`config.mk`:
```
export PLATFORM = sky130hd
export DESIGN_NAME = mux_stream_rr
export DESIGN_NICKNAME = d
export VERILOG_FILES = /design/src/rtl/mux_stream_rr.sv
export SDC_FILE = /design/constraint.sdc
export NUM_CORES = 1
export LEC_CHECK = 0
export BUFFER_PORTS_ARGS = -buffer_cell sky130_fd_sc_hd__buf_2
export CAP_MARGIN = 10
export CORE_ASPECT_RATIO = 0.7
export CORE_MARGIN = 1.5
export CORE_UTILIZATION = 42
export CTS_BUF_LIST = sky130_fd_sc_hd__clkbuf_16
export CTS_CLUSTER_DIAMETER = 50
export CTS_CLUSTER_SIZE = 24
export DETAILED_ROUTE_END_ITERATION = 10
export GPL_ROUTABILITY_DRIVEN = 0
export GPL_TIMING_DRIVEN = 0
export HOLD_SLACK_MARGIN = 0.02
export PLACE_DENSITY = 0.8
export SYNTH_ARGS = -nofsm -noshare
export SYNTH_HDL_FRONTEND = slang
export SYNTH_SLANG_ARGS = --single-unit
export TNS_END_PERCENT = 100
```
`constraint.sdc`:
```
create_clock -name clk -period 2.18 [get_ports clk]
set_clock_uncertainty 0.15 [all_clocks]
set_input_delay 0.327 -clock clk [delete_from_list [all_inputs] [get_ports clk]]
set_output_delay 0.327 -clock clk [all_outputs]
set_load 0.01 [all_outputs]
```
`src/rtl/mux_stream_rr.sv`:
```
// N-channel registered stream multiplexer: manual select or fair round-robin
// arbitration, feeding one output register with full-throughput backpressure.
module mux_stream_rr #(
  parameter int WIDTH = 8,
  parameter int N     = 4,
  parameter int MODE  = 1,
  localparam int SELW = $clog2(N)
) (
  input  logic               clk,
  input  logic               rst,
  input  logic [N*WIDTH-1:0] in_data,
  input  logic [N-1:0]       in_valid,
  output logic [N-1:0]       in_ready,
  input  logic [SELW-1:0]    sel,
  output logic [WIDTH-1:0]   out_data,
  output logic               out_valid,
  output logic [SELW-1:0]    out_ch,
  input  logic               out_ready
);

  logic [WIDTH-1:0] data_p0;
  logic             vld_p0;
  logic [SELW-1:0]  ch_p0;
  logic [SELW-1:0]  last_ch;
  logic             load_en;
  logic             grant_valid;
  logic             in_xfer;
  logic [SELW-1:0]  grant;
  logic [WIDTH-1:0] grant_data;
  logic             sel_unused;

  // Index `step` positions after `base`, modulo N, so non-power-of-two N never
  // produces an out-of-range channel.
  function automatic logic [SELW-1:0] wrap_idx(input logic [SELW-1:0] base,
                                               input int step);
    int sum;
    sum = (int'(base) + step) % N;
    return SELW'(sum);
  endfunction

  // sel only matters in manual mode; folding it here keeps it referenced.
  assign sel_unused = ^sel;

  always_comb begin
    grant_valid = 1'b0;
    grant       = '0;
    if (MODE == 0) begin
      if (int'(sel) < N) begin
        grant_valid = in_valid[sel];
        grant       = sel;
      end
    end else begin
      // Search last+1 .. last+N; the final candidate is `last` itself.
      for (int i = 1; i <= N; i++) begin
        if (!grant_valid && in_valid[wrap_idx(last_ch, i)]) begin
          grant_valid = 1'b1;
          grant       = wrap_idx(last_ch, i);
        end
      end
    end
  end

  always_comb begin
    grant_data = '0;
    for (int k = 0; k < N; k++) begin
      if (grant == SELW'(k)) grant_data = in_data[k*WIDTH +: WIDTH];
    end
  end

  assign load_en = !vld_p0 || out_ready;
  assign in_xfer = load_en && grant_valid && !rst;

  always_comb begin
    in_ready = '0;
    if (in_xfer) in_ready[grant] = 1'b1;
  end

  // Stage p0: output register; a new beat may replace one leaving this cycle.
  always_ff @(posedge clk) begin
    if (rst) begin
      vld_p0  <= 1'b0;
      data_p0 <= '0;
      ch_p0   <= '0;
      last_ch <= SELW'(N - 1);
    end else if (in_xfer) begin
      vld_p0  <= 1'b1;
      data_p0 <= grant_data;
      ch_p0   <= grant;
      last_ch <= grant;
    end else if (vld_p0 && out_ready) begin
      vld_p0  <= 1'b0;
    end
  end

  assign out_data  = data_p0;
  assign out_valid = vld_p0;
  assign out_ch    = ch_p0;

endmodule
```
* Yosys cells after proc, flatten, opt, wreduce, memory -nomap -nowiden *
Index checks and enable logic that the tools add are counted.
Widths: inputs -> output; s select.

storage, ports and cells
  bits in registers = 13
  input port bits = 41
  output and inout bits = 15
  word-level logic and storage cells = 57

operators by class
  add/subtract/negate cells = 4
  magnitude comparators = 6
  equal/unequal tests = 3
  muxes and demuxes = 25
  reduce and logical (&&, ||, !) cells = 15

operators by type and width
  kind                 count
  $mux 8               4
  $lt 2x3->1 const B   5
  $mux 1               11
  $bmux 1 s2           4
  $mux 2               4
  $logic_and 1x1->1    7
  $logic_not 1->1      5
  $add 2x1->2 const B  2
  $add 2x2->2 const B  2
  $eq 2x2->1 const B   2
  $mux 4               1
  $demux 1 s2          1
  $eq 2x1->1 const B   1
  $ge 2x1->1 const B   1
  $logic_not 2->1      1
  $reduce_bool 2->1    1
  $logic_or 1x1->1     1

* Longest topological paths before layout *
Gate-level depths: netlist (run 1).

  depth after elaboration = 18
  depth in mapped cells = 7
  mapped depth without buffers = 5

* Worst setup path before layout (run 1) *
No wires, ideal clock.

  path type = input-to-output
  start point = in in_valid[0]
  end point = out in_ready[3]
  arrival = 1.334 ns
  data required time = 1.703 ns
  path slack = 0.369 ns
  stages = 6
  path buffers = 2
  path through = o21a_1 > a211oi_2 > buf_6 > buf_12 > nand2_1 > nor2b_1

on the way
  cells in the longest elaborated chain, start to end = 17
  elaborated cells on any way between the ends = 30
  those cells by class = order compare: 2; mux: 19; reduce/logical: 9

ends and longest elaborated chain
  item                                                                   RTL line  source
  start: declaration                                                     12        input logic [N-1:0] in_valid,
  $bmux 1 s2                                                             55        if (!grant_valid && in_valid[wrap_idx(last_ch, i)]) begin
  $mux 1 (not written as such)                                           55
  $mux 1                                                                 55
  $logic_not 1->1                                                        55
  $logic_and 1x1->1                                                      55
  $mux 1                                                                 55
  $logic_not 1->1                                                        55
  $logic_and 1x1->1                                                      55
  $mux 1                                                                 55
  $logic_not 1->1                                                        55
  $logic_and 1x1->1                                                      55
  $mux 2                                                                 55
  $lt 2x3->1 (not written as such) / $ge 2x1->1 (equally long branches)  75        if (in_xfer) in_ready[grant] = 1'b1;
  $logic_and 1x1->1 (not written as such)                                75
  $mux 1 (not written as such)                                           75
  $demux 1 s2                                                            75
  $mux 4 *                                                               75
  end: declaration                                                       13        output logic [N-1:0] in_ready,

Mark *: on every way between the ends. The rest lies on a longest branch, timed or not. The select of a mux whose other input is x is not followed.

* Worst setup path after layout (run 1) *
  start point = reg last_ch[0]
  end point = out in_ready[3]

on the way
  cells in the longest elaborated chain, start to end = 18
  elaborated cells on any way between the ends = 34
  those cells by class = add/sub: 4; order compare: 2; mux: 19; reduce/logical: 9

ends and longest elaborated chain
  item                                                                   RTL line  source
  start: declaration                                                     24        logic [SELW-1:0] last_ch;
  start signal: assignment                                               84        last_ch <= SELW'(N - 1);
  start signal: assignment                                               89        last_ch <= grant;
  $add 2x1->2                                                            37        sum = (int'(base) + step) % N;
  $bmux 1 s2                                                             55
  $mux 1 (not written as such)                                           55
  $mux 1                                                                 55
  $logic_not 1->1                                                        55
  $logic_and 1x1->1                                                      55
  $mux 1                                                                 55
  $logic_not 1->1                                                        55
  [... 2 more ...]                                                       --
  $logic_not 1->1                                                        55
  $logic_and 1x1->1                                                      55
  $mux 2                                                                 55
  $lt 2x3->1 (not written as such) / $ge 2x1->1 (equally long branches)  75
  $logic_and 1x1->1 (not written as such)                                75
  $mux 1 (not written as such)                                           75
  $demux 1 s2                                                            75
  $mux 4 *                                                               75

Marked as above.

==> summary.txt, run 1 <==
Outcome
  • Status: finished with violations
  • Failing checks: design-rule violations

Timing
  • Worst Tran Pin Value: 0.555 ns
  • Final Hold Fails: 0
  • Slew margin rel.: 62.7%
  • Final setup fails: 0
  • Post-route setup TNS: 0 ns
  • Crit share post-route: 96.3%
  • Peak Freq: 476 MHz
  • Final Max Tran Viols: 0
  • Setup ws final: 0.0800 ns
  • Final min period: 2.10 ns
  • RSZ-0062 raised after global routing: false

CTS
  • CTS tree: built
  • H-tree depth: 1
  • Clock Sinks: 13
  • Clk_lat worst skew: 0.24 ns
  • # hold bufs at CTS: 0
  • Clock Tree Root: clkbuf_16
  • Clk slew on worst S/H paths: 0.05 ns
  • Clock Path Buffers: 2
  • Num CTS Buffers: 3

Placed design
  • Post-place setup slack: 0.111 ns
  • Cell count after placement: 167
  • IO buf count: 53

Layout
  • Final std cells w/o fill: 174
  • Antenna diodes: 0
  • P&R area growth vs syn: 46.7%
  • Final core utilization: 67.8%
  • Fin nets: 194
  • Layout cells sized above 1: 55.9%

Yosys
  • Most common library cells after synthesis: mux2i_1, dfxtp_1, nand3b_1, nor2_1, o21ai_2
  • Post-synthesis mux area share: 30.1%
  • Mapped Area: 895 um2
  • Ys flop type: dfxtp_1
  • Simple-gate share of the synthesized area: 21.1%
  • Synth Register Bits: 13
  • Avg Cell Area, Syn: 9.72 um2
  • Syn Inst Count: 92
  • Number of flops mapped to enable cells by yosys: 0
  • Synth Area in XOR/XNOR: 0%
  • Post-synthesis compound-gate area fraction: 13.7%
  • Share of the synthesized area in the top cell type: 29.1%
  • Most instantiated library cell after synthesis: mux2i_1
  • Synth area leader: dfxtp_1
  • Synth cell types: 26
  • Largest cells by area after synthesis: dfxtp_1, mux2i_1, mux2_4
  • Post-Synth Adder-Cell Area: 0%
  • Synthesized Nets: 133
  • Yosys Warn Count: 0
  • Post-synth ARST share: 0%
  • Seq/Total Area, Yosys: 29.1%
  • Main combinational cell family by area after synthesis: multiplexers

Setup path
  • CP max stage cell: dfxtp_1
  • Setup CP Type: reg2out
  • CP Launch Type: register
  • Worst Path Buf+Inv: 2
  • Critical Path, Cell by Cell: nand2b_4 -> o21ai_1 -> a211o_1 -> buf_6 -> nor2b_2 -> buf_2
  • WP data required: 1.70 ns
  • Worst reg2reg path startpoint: last_ch[0]
  • Top Family by Delay on Critical Path: compound AO/OA/AOI/OAI gates
  • Worst setup path start: last_ch[0]
  • R2R Setup Slk: 0.41 ns
  • CP max FO: 10
  • Critical Path AT: 1.62 ns
  • Worst setup EP type: output port
  • Slowest Stage Delay on Critical Path: 0.36 ns

Route
  • Vias after detailed routing: 881
  • Via density: 5.06
  • DRC: 2
  • Final wirelength: 2260 um
  • Avg WL per Cell: 13.0 um
  • Antenna Nets Post-Route: 0
  • Iteration-0 DRC Markers: 43
  • First drt pass iteration count: 7

Min path
  • HP Start: rst
  • Worst hold path type: in2reg

Die
  • Die Ht: 41.6 um
  • I/O pin count: 56
  • Initial Utilization: 46.2%
  • Total core area: 1940 um2
  • Die area: 2420 um2
  • FP Rows: 13
  • Die Width: 58.2 um

Pwr
  • Total power draw: 0.00100 W
  • Worst IR drop on VDD: 273 uV
  • Leak pwr: 0.664 nW
  • PD cells: 766 nW/um2

GRT
  • Number of global-route vias before repair: 837
  • First-pass GRT wire length: 3490 um
  • Largest net degree at the start of global routing: 11
  • GRT Util Overall: 18.9%
  • Grt total ovfl: 0
  • Initial antenna violation count: 0

Run
  • Max Cap Violations: 0
[sequential cells by signal, indices dropped and copies added, names as in the netlist]
signal / cells
out_data: 8
out_valid: 1
out_ch: 2
last_ch: 2
[routing by layer]
metal / wire length, um / global-route usage (%) / vias up
li1: - / - / 448
met5: 0 / 0 / -
met2: 1110 / 33.6 / 41
met1: 887 / 21.0 / 384
met4: 72 / 6.98 / 0
met3: 184 / 5.61 / 8
[cells by family after synthesis]
logic type,Yosys count
and+or+nand+nor,33
AOI/OAI and AO/OA,15
muxes,24
DFF,13
buffers and inverters,7
[cell type report]
class                      instances  area [um2]
fill                             154         623
multi-input combinational         72         598
timing repair buffer              56         288
sequential                        13         260
clock buffer                       3        75.1
buffer                             6        56.3
tap                               22        27.5
clock inverter                     1        3.75
inverter                           1        3.75
[what timing repair did]
| action | in CTS | in global routing |
|---|---|---|
| cloned | 0 | 0 |
| resized for setup | 1 | 5 |
| buffers inserted | 0 | 3 |
| setup endpoints to repair | 3 | 4 |
| pin swaps | 0 | 2 |
[cell usage in the layout (no fill, tap or decap), drive strengths merged]
cell type and count:
a211oi 1, nor2b 4, nor2 8, nor3b 1
o21ai 9, buf 61, nand2 2, or3 1
a21oi 2, clkbuf 4, or2b 1, a211o 1
inv 2, o31a 1, mux2i 16, nor3 4
mux2 8, dfxtp 13, nand3b 8, nand2b 3
o21a 1, nor4 1
[per-stage QoR]
stage,cell area (um2),hold slack [ns]
2_1_floorplan,895,0.310
3_5_place_dp,1190,0.302
6_report,1310,0.233
4_1_cts,1270,0.221
5_1_grt,1310,0.256
3_3_place_gp,1190,0.295
[worst paths after layout]
kind / end / depth (start not counted)
worst max-delay path: in_ready[3] / 6
worst min-delay path: last_ch[1] / 2
worst max register to register: out_data[4] / 7
worst min register to register: out_ch[1] / 2
[worst register-to-register path, delay by kind of cell (launching register included)]
kind,cells,cell delay (ns)
AOI/OAI and AO/OA,2,0.28
buffers and inverters,2,0.29
DFF,1,0.33
muxes,2,0.47
and+or+nand+nor,1,0.15
[power breakdown]
group | total, W | leakage, nW | switching, W | internal (W)
combinational | 0.000367 | 0.513 | 0.000163 | 0.000204
clock | 0.000343 | 0.0423 | 0.000101 | 0.000242
sequential | 0.000295 | 0.108 | 0.0000208 | 0.000274
total | 0.00100 | 0.664 | 0.000285 | 0.000720
(Power assumes the default switching activity.)
==> run 2, diff against run 1 <==
Settings changed: CORE_UTILIZATION 42 to 35, PLACE_DENSITY 0.8 to 0.69.
==> summary.txt, run 2 (synthesized netlist as in run 1, its figures left out) <==
CTS
  • H-tree depth: 1
  • Clock Path Buffers: 2
  • Clk_lat worst skew: 0.24 ns
  • Clock Sinks: 13
  • CTS tree: built
  • Num CTS Buffers: 3
  • Clk slew on worst S/H paths: 0.04 ns
  • Clock Tree Root: clkbuf_16
  • # hold bufs at CTS: 0

Timing
  • Final setup fails: 0
  • Slew margin rel.: 68.7%
  • Worst Tran Pin Value: 0.466 ns
  • Final min period: 2.10 ns
  • Post-route setup TNS: 0 ns
  • Final Max Tran Viols: 0
  • Crit share post-route: 96.1%
  • Hold WS: 0.231 ns
  • Final Hold Fails: 0
  • Peak Freq: 477 MHz

Outcome
  • Status: complete, no violations

GRT
  • First-pass GRT wire length: 3260 um
  • Largest net degree at the start of global routing: 11
  • Number of global-route vias before repair: 795
  • Initial antenna violation count: 0
  • GRT Util Overall: 14.9%
  • Grt total ovfl: 0

Route
  • Final wirelength: 2130 um
  • Iteration-0 DRC Markers: 29
  • Top sig layer: met4
  • Met3 routed WL: 171 um
  • Via density: 4.70
  • Routed met1 length: 902 um
  • Vias after detailed routing: 888
  • DRC: 0
  • Metal2 WL: 1050 um
  • Avg WL per Cell: 11.3 um
  • Antenna Nets Post-Route: 0
  • First drt pass iteration count: 4

Layout
  • Final core utilization: 54.7%
  • Fin nets: 197
  • Layout cells sized above 1: 54.8%
  • Commonest non-fill, non-tap cell in the layout: buf_2
  • Post-route cell area: 1330 um2
  • Most frequent cells in the layout: buf_2, mux2i_1, dfxtp_1
  • Antenna diodes: 0
  • Max reg flops: 8
  • P&R area growth vs syn: 49.1%

Pwr
  • Worst IR drop on VDD: 290 uV
  • Leak pwr: 0.668 nW
  • PD cells: 751 nW/um2

Die
  • FP Rows: 15
  • Die Ht: 45.3 um
  • Total core area: 2440 um2
  • Initial Utilization: 36.7%
  • Die Width: 63.4 um
  • I/O pin count: 56
  • Die area: 2870 um2

Setup path
  • Critical Path, Cell by Cell: o21a_1 -> a211oi_2 -> buf_6 -> buf_12 -> nand2_1 -> nor2b_1 -> buf_2
  • Levels on crit path: 7
  • WP data required: 1.70 ns
  • Top Family by Delay on Critical Path: buffers and inverters
  • Reg2Reg Capture Point: out_data[7]
  • Worst Path Buf+Inv: 3
  • Worst setup path start: last_ch[1]
  • CP Capture Point: in_ready[3]
  • Slowest Stage Delay on Critical Path: 0.34 ns
  • Setup CP Type: reg2out
  • Critical Path AT: 1.62 ns
  • Worst reg2reg path startpoint: last_ch[1]
  • CP Launch Type: register
  • Worst setup EP type: output port
  • CP max stage cell: dfxtp_1
  • CP max FO: 10
  • Number of cells on the worst reg-to-reg path: 7
  • R2R Setup Slk: 0.44 ns

Min path
  • HP Start: rst
  • Worst hold path type: in2reg

Placed design
  • IO buf count: 53
  • Placed Area: 1200 um2

Run
  • Max Cap Violations: 0
run 2: cell count changes in the layout (fill, tap and decap cells not counted), sizes merged:
cell and delta:
buf +3
run 2: worst min-delay path by stage:
stage	endpoint	slack (ns)	depth (start not counted)
3_3_place_gp	out_ch[1]	0.29	2
4_1_cts	last_ch[1]	0.23	2
2_1_floorplan	last_ch[1]	0.31	1
6_report	last_ch[1]	0.23	2
5_1_grt	last_ch[1]	0.25	2
3_5_place_dp	out_ch[1]	0.30	2
run 2: stage by stage:
stage,power [W],worst slack [ns],std cells
finish,0.00100,0.0849,189
global placement,0.000632,0.128,179
detailed placement,0.000640,0.102,179
global route,0.00106,-0.00959,189
CTS,0.000980,0.0244,183
floorplan,0.000536,0.369,92
run 2: per-layer routing:
metal | up-vias | track usage (%)
met2 | 38 | 28.2
met3 | 2 | 5.99
li1 | 459 | -
met1 | 389 | 15.9
met5 | - | 0
met4 | 0 | 3.91
run 2: worst register-to-register path: cells and delay by family, from the launching register on:
| family | cells | cell delay (ns) |
|---|---|---|
| flip-flops | 1 | 0.34 |
| AO/OA/AOI/OAI | 3 | 0.42 |
| buffers and inverters | 2 | 0.32 |
| multiplexers | 2 | 0.38 |
run 2: repair_timing:
| action | in CTS | in global routing |
|---|---|---|
| gates resized for setup | 1 | 2 |
| setup buffers | 0 | 6 |
| pin swaps | 0 | 1 |
| endpoints found under the setup margin | 2 | 4 |
| gates cloned | 0 | 0 |
run 2: area by class of cell:
type | instances | area (um2)
sequential | 13 | 262
inverter | 1 | 3.75
tap | 34 | 42.5
clock buffer | 3 | 75.1
buffer | 6 | 56.3
timing repair buffer | 59 | 310
clock inverter | 1 | 3.75
fill | 233 | 1110
multi-input combinational | 72 | 581
run 2: power by group:
group / leakage, nW / internal [W] / switching (W)
clock network: 0.0423 / 0.000241 / 0.0000936
registers: 0.108 / 0.000275 / 0.0000217
logic: 0.517 / 0.000211 / 0.000159
total: 0.668 / 0.000727 / 0.000274
